<file path="src/rtl/uart_pkg.sv">
// rtl/uart_pkg.sv - shared types, constants and helpers for the hex UART transmitter
package uart_pkg;

  typedef enum logic [1:0] {IDLE, START, DATA, STOP} tx_state_e;

  localparam logic [7:0] ASCII_CR = 8'h0D;
  localparam logic [7:0] ASCII_LF = 8'h0A;

  function automatic int calc_div(input int clk_freq, input int baud);
    return clk_freq / baud;
  endfunction

  // 'A' - 10 == 8'h37, so letters and digits share one adder
  function automatic logic [7:0] nibble_to_ascii(input logic [3:0] n);
    return (n < 4'd10) ? (8'h30 + {4'h0, n}) : (8'h37 + {4'h0, n});
  endfunction

endpackage

</file>
<file path="src/rtl/uart_tx_core.sv">
// rtl/uart_tx_core.sv - byte-level 8N1 transmitter with a tvalid/tready byte input
module uart_tx_core
  import uart_pkg::*;
#(
  parameter int DIV = 868
) (
  input  logic       clk_i,
  input  logic       rst_i,
  input  logic [7:0] tdata_i,
  input  logic       tvalid_i,
  output logic       tready_o,
  output logic       tx_o
);

  localparam int BW = (DIV > 1) ? $clog2(DIV) : 1;
  localparam logic [BW-1:0] BAUD_LAST = BW'(DIV - 1);

  tx_state_e     state_q, state_d;
  logic [BW-1:0] baud_q, baud_d;
  logic [2:0]    bit_q, bit_d;
  logic [7:0]    shreg_q, shreg_d;
  logic          tx_q, tx_d;
  logic          bit_end;

  assign bit_end = (baud_q == BAUD_LAST);
  assign tx_o    = tx_q;

  always_ff @(posedge clk_i) begin
    if (rst_i) begin
      state_q <= IDLE;
      baud_q  <= '0;
      bit_q   <= '0;
      shreg_q <= '0;
      tx_q    <= 1'b1;
    end else begin
      state_q <= state_d;
      baud_q  <= baud_d;
      bit_q   <= bit_d;
      shreg_q <= shreg_d;
      tx_q    <= tx_d;
    end
  end

  // The stop bit's final cycle also accepts a byte so characters run back to back
  always_comb begin
    state_d  = state_q;
    baud_d   = '0;
    bit_d    = bit_q;
    shreg_d  = shreg_q;
    tready_o = 1'b0;
    tx_d     = 1'b1;
    case (state_q)
      IDLE: begin
        tready_o = 1'b1;
        if (tvalid_i) begin
          shreg_d = tdata_i;
          state_d = START;
        end
      end
      START: begin
        baud_d = bit_end ? '0 : baud_q + 1'b1;
        if (bit_end) begin
          state_d = DATA;
          bit_d   = '0;
        end
      end
      DATA: begin
        baud_d = bit_end ? '0 : baud_q + 1'b1;
        if (bit_end) begin
          shreg_d = {1'b0, shreg_q[7:1]};
          bit_d   = bit_q + 3'd1;
          if (bit_q == 3'd7) state_d = STOP;
        end
      end
      STOP: begin
        baud_d = bit_end ? '0 : baud_q + 1'b1;
        if (bit_end) begin
          tready_o = 1'b1;
          if (tvalid_i) begin
            shreg_d = tdata_i;
            state_d = START;
          end else begin
            state_d = IDLE;
          end
        end
      end
      default: state_d = IDLE;
    endcase
    if (state_d == START)     tx_d = 1'b0;
    else if (state_d == DATA) tx_d = shreg_d[0];
  end

endmodule

</file>
<file path="src/rtl/uart_hex_tx.sv">
// rtl/uart_hex_tx.sv - prints a captured value as uppercase ASCII hex (plus optional CR LF) over UART
module uart_hex_tx
  import uart_pkg::*;
#(
  parameter int CLK_FREQ   = 100_000_000,
  parameter int BAUD       = 115200,
  parameter int DATA_WIDTH = 8,
  parameter bit CRLF_EN    = 1'b1
) (
  input  logic                  clk100_i,
  input  logic                  rst_i,
  input  logic [DATA_WIDTH-1:0] data_i,
  input  logic                  valid_i,
  output logic                  ready_o,
  output logic                  tx_o,
  output logic                  busy_o
);

  localparam int DIV = calc_div(CLK_FREQ, BAUD);
  localparam int ND  = DATA_WIDTH / 4;
  localparam int L   = ND + (CRLF_EN ? 2 : 0);
  localparam int IW  = $clog2(L + 1);
  localparam logic [IW-1:0] IDX_END = IW'(L);

  logic                  busy_q, busy_d;
  logic [DATA_WIDTH-1:0] data_q, data_d;
  logic [IW-1:0]         idx_q, idx_d;
  logic [DATA_WIDTH-1:0] src;
  logic [3:0]            nib;
  logic [7:0]            chr;
  logic                  accept, msg_done, core_tvalid, core_tready;

  assign ready_o     = ~busy_q;
  assign busy_o      = busy_q;
  assign accept      = valid_i && ready_o;
  assign msg_done    = busy_q && core_tready && (idx_q == IDX_END);
  assign core_tvalid = accept || (busy_q && (idx_q != IDX_END));

  // While idle, character 0 comes straight from data_i so the start bit leaves one cycle after accept
  always_comb begin
    src = busy_q ? data_q : data_i;
    nib = '0;
    for (int k = 0; k < ND; k++) begin
      if (idx_q == IW'(ND - 1 - k)) nib = src[4*k +: 4];
    end
    if (idx_q < IW'(ND))       chr = nibble_to_ascii(nib);
    else if (idx_q == IW'(ND)) chr = ASCII_CR;
    else                       chr = ASCII_LF;
  end

  always_comb begin
    busy_d = busy_q;
    data_d = data_q;
    idx_d  = idx_q;
    if (accept) begin
      busy_d = 1'b1;
      data_d = data_i;
      idx_d  = IW'(1);
    end else if (msg_done) begin
      busy_d = 1'b0;
      idx_d  = '0;
    end else if (busy_q && core_tready) begin
      idx_d = idx_q + 1'b1;
    end
  end

  always_ff @(posedge clk100_i) begin
    if (rst_i) begin
      busy_q <= 1'b0;
      data_q <= '0;
      idx_q  <= '0;
    end else begin
      busy_q <= busy_d;
      data_q <= data_d;
      idx_q  <= idx_d;
    end
  end

  uart_tx_core #(.DIV(DIV)) u_core (
    .clk_i    (clk100_i),
    .rst_i    (rst_i),
    .tdata_i  (chr),
    .tvalid_i (core_tvalid),
    .tready_o (core_tready),
    .tx_o     (tx_o)
  );

endmodule
</file>
<file path="config.mk">
export PLATFORM = sky130hd
export DESIGN_NAME = uart_hex_tx
export DESIGN_NICKNAME = d
export VERILOG_FILES = /design/src/rtl/uart_pkg.sv /design/src/rtl/uart_tx_core.sv /design/src/rtl/uart_hex_tx.sv
export SDC_FILE = /design/constraint.sdc
export NUM_CORES = 1
export LEC_CHECK = 0
export CAP_MARGIN = 20
export CELL_PAD_IN_SITES_DETAIL_PLACEMENT = 1
export CELL_PAD_IN_SITES_GLOBAL_PLACEMENT = 2
export CORE_ASPECT_RATIO = 1.5
export CORE_MARGIN = 10
export CORE_UTILIZATION = 37
export CTS_BUF_LIST = sky130_fd_sc_hd__clkbuf_2 sky130_fd_sc_hd__clkbuf_4 sky130_fd_sc_hd__clkbuf_8
export CTS_CLUSTER_SIZE = 14
export DETAILED_ROUTE_END_ITERATION = 12
export PLACE_DENSITY = 0.81
export SLEW_MARGIN = 20
export SYNTH_ARGS = -nofsm -noshare
export SYNTH_HDL_FRONTEND = slang
export SYNTH_SLANG_ARGS = --single-unit
</file>
<file path="constraint.sdc">
create_clock -name clk100_i -period 2.51 [get_ports clk100_i]
set_input_delay 0.251 -clock clk100_i [delete_from_list [all_inputs] [get_ports clk100_i]]
set_output_delay 0.251 -clock clk100_i [all_outputs]
set_load 0.01 [all_outputs]
</file>
Word-level counts from Yosys, hierarchy flattened
Index checks and enable logic that the tools add are counted.

Eq/ne operators: 14. $add $sub $neg: 5. Reduce and logical (&&, ||, !) cells: 16. Bitwise logic cells: 2. Order comparisons: 2. Muxes and demuxes: 29.

Operator list (number): $mux W8 (4); $pmux W8 S3 (1); $add A6 B4 Y7 const A (2); $mux W7 (2); $add A10 B1 Y10 const B (1); $eq A10 B10 Y1 const B (1); $mux W2 (5); $mux W1 (9); $mux W3 (3); $reduce_or A3 Y1 (3); $mux W4 (2); $pmux W2 S4 (1); $add A3 B1 Y3 const B (2); $eq A2 B2 Y1 const B (3); $eq A3 B3 Y1 const B (2); $ne A2 B1 Y1 const B (3); $pmux W3 S2 (1); $reduce_and A3 Y1 (2); $reduce_bool A3 Y1 (2); $eq A2 B1 Y1 const B (2); $logic_and A1 B1 Y1 (4); $lt A4 B4 Y1 const B (1); $reduce_bool A2 Y1 (2); $eq A3 B1 Y1 const B (1); other kinds (8) (9).

Register bits after elaboration: 36. Output and inout bits: 3. Logic and storage cells: 78. Input bits: 11.

Depth between registers and ports, before layout
Depth after elaboration: 11. Depth in mapped cells: 10. Gate-level depth less buffers: 10.

By module
Synthesis repeated with hierarchy kept, for this count alone.

Cells, all modules: 246. Area total of the unflattened synthesis: 2170.8 µm².

By module, submodules not included: uart_tx_core (area each 1348.8 µm², instances 1, cells an instance 145, seq. area each 480.5 µm²); uart_hex_tx (area each 822.0 µm², instances 1, cells an instance 101, seq. area each 240.2 µm²).

Worst setup path before layout
No wires, ideal clock.

Path kind: register to register. From: register idx_q[1]. To: register u_core.shreg_q[2]. Setup time: 88 ps. Arrival: 2157 ps. Required time: 2422 ps. Stages on the path, launching flop included: 11. Setup slack: 265 ps. Buffers on the path: 0. Period minus slack after synthesis: 2245 ps. Cells stage by stage: dfxtp_1 inv_1 ha_1 or3b_4 o22ai_4 inv_1 ha_1 nand2_1 mux2i_1 a21oi_1 o32ai_2.

Word-level cells in the longest chain between the ends: 9. Elaborated cells between the ends (all ways): 18. Those cells by class: 2 x add/sub; 2 x order compare; 3 x eq/ne; 8 x mux; 3 x reduce/logical.

RTL lines: start, declared (RTL line uart_hex_tx.sv:27) `logic [IW-1:0] idx_q, idx_d;`; start signal, assigned (RTL line uart_hex_tx.sv:75) `idx_q <= idx_d;`; $eq A3 B1 Y1 (RTL line uart_hex_tx.sv:44) `if (idx_q == IW'(ND - 1 - k)) nib = src[4*k +: 4];`; $mux W4 (2 in a row) (RTL line uart_hex_tx.sv:44); $add A6 B4 Y7 / $lt A4 B4 Y1 (equally long branches) (RTL line uart_pkg.sv:15) `return (n < 4'd10) ? (8'h30 + {4'h0, n}) : (8'h37 + {4'h0, n});`; $mux W7 (RTL line uart_pkg.sv:15); $mux W7 (RTL line uart_hex_tx.sv:46) `if (idx_q < IW'(ND)) chr = nibble_to_ascii(nib);`; $mux W8 (*) (RTL line uart_tx_core.sv:55, uart_tx_core.sv:79); $mux W8 (RTL line uart_tx_core.sv:77) `if (bit_end) begin`; $pmux W8 S3 (*) (RTL line uart_tx_core.sv:52) `case (state_q)`; end signal, assigned (RTL line uart_tx_core.sv:39) `shreg_q <= shreg_d;`; end, declared (RTL line uart_tx_core.sv:21) `logic [7:0] shreg_q, shreg_d;`.

Every way passes the cells marked *; elsewhere a longest branch is shown, timed or not. The select of a mux whose other input is x is not followed. A chain may end at the register's enable or synchronous reset.

Worst setup path in the final report
Ends and elaborated chain as after synthesis.

==> flow_metrics.py <==
metrics = {
    "run_status": {
        "status": "complete, no violations",
    },
    "synth": {
        "ys.flop_type": "dfxtp_1",
        "syn-num-nets": 268,
        "synthSimpleGateAreaFrac": 0.224,
        "synth_top_area_frac": 0.344,
        "syn_area_um2": 2090,
        "synthXorXnorAreaFrac": 0.0376,
        "synth_compound_area_frac": 0.205,
        "synth_edf_count": 0,
        "synth_area_leader_cell": "dfxtp_1",
        "async_reset_ff_frac": 0,
        "seq_area_frac_synth": 0.344,
        "synthCells": 244,
        "yosys.cell_types.count": 53,
        "netlist_top_cells_area": "dfxtp_1 (34%), ha_1 (7.8%), mux2i_1 (5.7%)",
        "synth_seq_cells": 36,
        "syn_area_per_cell_um2": 8.58,
        "synth-adder-area-share": 0.0777,
        "yosysWarnings": 0,
        "synth_top_family_by_area": "simple AND/OR/NAND/NOR gates",
        "muxShareOfSynthArea": 0.0627,
    },
    "worst_setup_path": {
        "timing.rr.end": "u_core.shreg_q[2]$_SDFFE_PP0P_",
        "endpoint_kind": "register",
        "critPathBufInv": 2,
        "r2r-start": "idx_q[1]$_SDFFE_PP0P_",
        "cp_slowest_cell": "or3b_4",
        "ff2ff_path_depth": 10,
        "path_delay_family": "compound AO/OA/AOI/OAI gates",
        "cp_max_fo": 6,
        "cp.arrival_ps": 2500,
        "r2r_slack_ps": 220,
        "required_ps": 2720,
        "start_kind": "register",
        "cp_cell_sequence": "inv_1 -> ha_1 -> or3b_4 -> o22ai_4 -> inv_1 -> ha_1 -> nand2_1 -> mux2i_1 -> a21oi_1 -> o32ai_2",
        "slowest_delay_ps": 430,
        "worstSetupPathType": "reg -> reg",
    },
    "clock_tree": {
        "insertion_delay_ps": 290,
        "clockBufferDepth": 2,
        "clock_sinks": 36,
        "cts.clk_slew.worst_paths_ps": 80,
        "cts_tree": "built",
        "htree_levels": 2,
        "root_buffer": "clkbuf_8",
        "hold_buffers": 0,
        "cts_buffers": 5,
    },
    "sta": {
        "fin_setup_tns_ps": 0,
        "worstMarginPinSlew_ps": 536,
        "hold_viol": 0,
        "post-route-period-util": 0.913,
        "finalSetupViolCount": 0,
        "holdWs_ps": 458,
        "clock.fmax_mhz": 436,
        "max_slew_margin": 0.640,
        "rsz0062_at_grt": "false",
        "clock_skew_ps": 9.47,
        "drv_slew": 0,
        "final_period_minus_worst_setup_slack_ps": 2290,
        "fin_ws_ps": 217,
    },
    "grt": {
        "grt_use_total": 0.122,
        "grt_pass1_vias": 1939,
        "grt_max_degree": 19,
        "antenna_found_initial": 0,
        "grt_pass1_wl_um": 9120,
        "grt-ovfl-total": 0,
    },
    "power": {
        "power_frac_comb": 0.208,
        "p_int_mw": 0.913,
        "powerDensity_nw_per_um2": 547,
        "switching_share": 0.301,
        "irDropWorstVdd_uv": 276,
        "p_sw_mw": 0.393,
        "p_leak_nw": 0.904,
        "p_clk_frac": 0.319,
        "power_mw": 1.31,
        "p_seq_frac": 0.473,
    },
    "finish": {
        "nFillCells": 673,
        "stdcell_area_um2": 2390,
        "stdcell_count": 331,
        "fin_util": 0.435,
        "num_antenna_cells": 0,
        "layout_commonest_cell": "dfxtp_1",
        "final_cell_mix": "dfxtp_1 (34), nand2_1 (32), nor2_1 (26)",
        "layout-drive-gt1-share": 0.115,
        "area_growth_pct": 14.0,
        "layout.nets": 284,
    },
    "drt": {
        "drt_iter0_drc": 41,
        "wl_per_cell_um": 15.6,
        "dr.pass1.iters": 3,
        "routed_via_density": 5.35,
        "wirelength_met1_um": 2030,
        "drt_wl_total_um": 5170,
        "antenna_left": 0,
        "met3WireLength_um": 150,
        "route.detailed.drc": 0,
        "top_layer_used": "met4",
        "wl_met2_um": 2870,
        "vias": 1770,
    },
    "place": {
        "gp_congestion": 0.775,
        "dp_cells": 323,
        "port_buffers": 13,
        "pre_cts_ws_ps": 155,
        "dpl_cell_area_um2": 2300,
        "dp_hpwl_um": 4070,
    },
    "die": {
        "pin_count": 14,
        "dieArea_um2": 9130,
        "row_count": 33,
        "start_util": 0.381,
        "core-area_um2": 5490,
        "die_w_um": 81.4,
        "die_y_um": 112,
    },
    "worst_hold_path": {
        "min_to": "data_q[7]$_SDFFE_PP0P_",
        "hold_depth": 2,
        "hold_path_startpoint": "data_q[7]$_SDFFE_PP0P_",
        "hp-class": "reg -> reg",
    },
    "job": {
        "cap_violations": 0,
    },
}
[routing by layer]
metal / GRT usage / vias up
li1: - / 896
met1: 0.120 / 846
met2: 0.231 / 19
met3: 0.0280 / 9
met4: 0.0521 / 0
met5: 0 / -
[power by group through the flow]
stage                     Clock [mW]  Sequential (mW)  Combinational, mW
after floorplan                    0            0.626              0.194
after global placement             0            0.630              0.275
after detailed placement           0            0.631              0.278
after CTS                      0.438            0.618              0.279
after global routing           0.457            0.622              0.307
final                          0.416            0.618              0.272
[worst register-to-register path, stage by stage (launching register included)]
cell and delay (ps):
dfxtp_2 380, inv_1 80, ha_1 190, or3b_4 430, o22ai_4 230, inv_1 90, ha_1 220, nand2_1 80
mux2i_1 180, a21oi_1 90, o32ai_2 240
[layout make-up]
cell class | instances | area, µm² | share of cell area
clock buffer | 5 | 68.8 | 0.0288
clock inverter | 3 | 18.8 | 0.00786
inverter | 8 | 30.0 | 0.0126
multi-input combinational | 190 | 1270 | 0.533
sequential | 36 | 723 | 0.303
tap | 70 | 87.6 | 0.0367
timing repair buffer | 19 | 188 | 0.0786
[logic make-up after synthesis]
logic type	after synthesis
AO/OA/AOI/OAI	60
XOR/XNOR	9
adder cells (fa/ha/maj)	13
buffers and inverters	18
flip-flops	36
multiplexers	13
AND/OR/NAND/NOR	95
[cell usage after synthesis, types with 2 or more instances]
library cell and number:
clkbuf_1 3, o211ai_1 2, inv_1 8, dfxtp_1 36
buf_6 2, xor2_1 5, nor3_1 6, o21ai_0 15
and3_1 3, nand3b_1 3, ha_1 13, nor2b_1 4
a32oi_1 2, nand3_1 6, a2bb2oi_1 2, mux2i_1 12
o22ai_4 2, o22ai_1 2, o22a_2 2, a22oi_1 2
a21oi_1 18, and2_2 2, buf_4 2, nand2_1 32
o2bb2ai_1 2, nand4_1 3, xnor2_1 4, nor2_1 26
[sequential cells by signal, summed over array words and instances, names as in the netlist]
register        cells
u_core.state_q      2
data_q              8
busy_o              1
u_core.shreg_q      8
u_core.baud_q      10
u_core.tx_o         1
u_core.bit_q        3
idx_q               3
[worst max-delay path by stage]
| stage | from | endpoint | slack (ps) | depth (start not counted) |
|---|---|---|---|---|
| finish | idx_q[1]$_SDFFE_PP0P_ | u_core.shreg_q[2]$_SDFFE_PP0P_ | 220 | 10 |
| global route | idx_q[0]$_SDFFE_PP0P_ | u_core.shreg_q[2]$_SDFFE_PP0P_ | 80 | 10 |
| CTS | idx_q[1]$_SDFFE_PP0P_ | u_core.shreg_q[2]$_SDFFE_PP0P_ | 130 | 10 |
| detailed placement | idx_q[1]$_SDFFE_PP0P_ | u_core.shreg_q[2]$_SDFFE_PP0P_ | 160 | 10 |
| global placement | idx_q[1]$_SDFFE_PP0P_ | u_core.shreg_q[2]$_SDFFE_PP0P_ | 220 | 10 |
| floorplan | idx_q[1]$_SDFFE_PP0P_ | u_core.shreg_q[2]$_SDFFE_PP0P_ | 260 | 10 |
[what timing repair did]
action | 4_1_cts | 5_1_grt
setup buffers | 0 | 0
gates resized for setup | 0 | 2
endpoints found under the setup margin | 0 | 1
No activity file was read; power rests on OpenSTA's default activity.
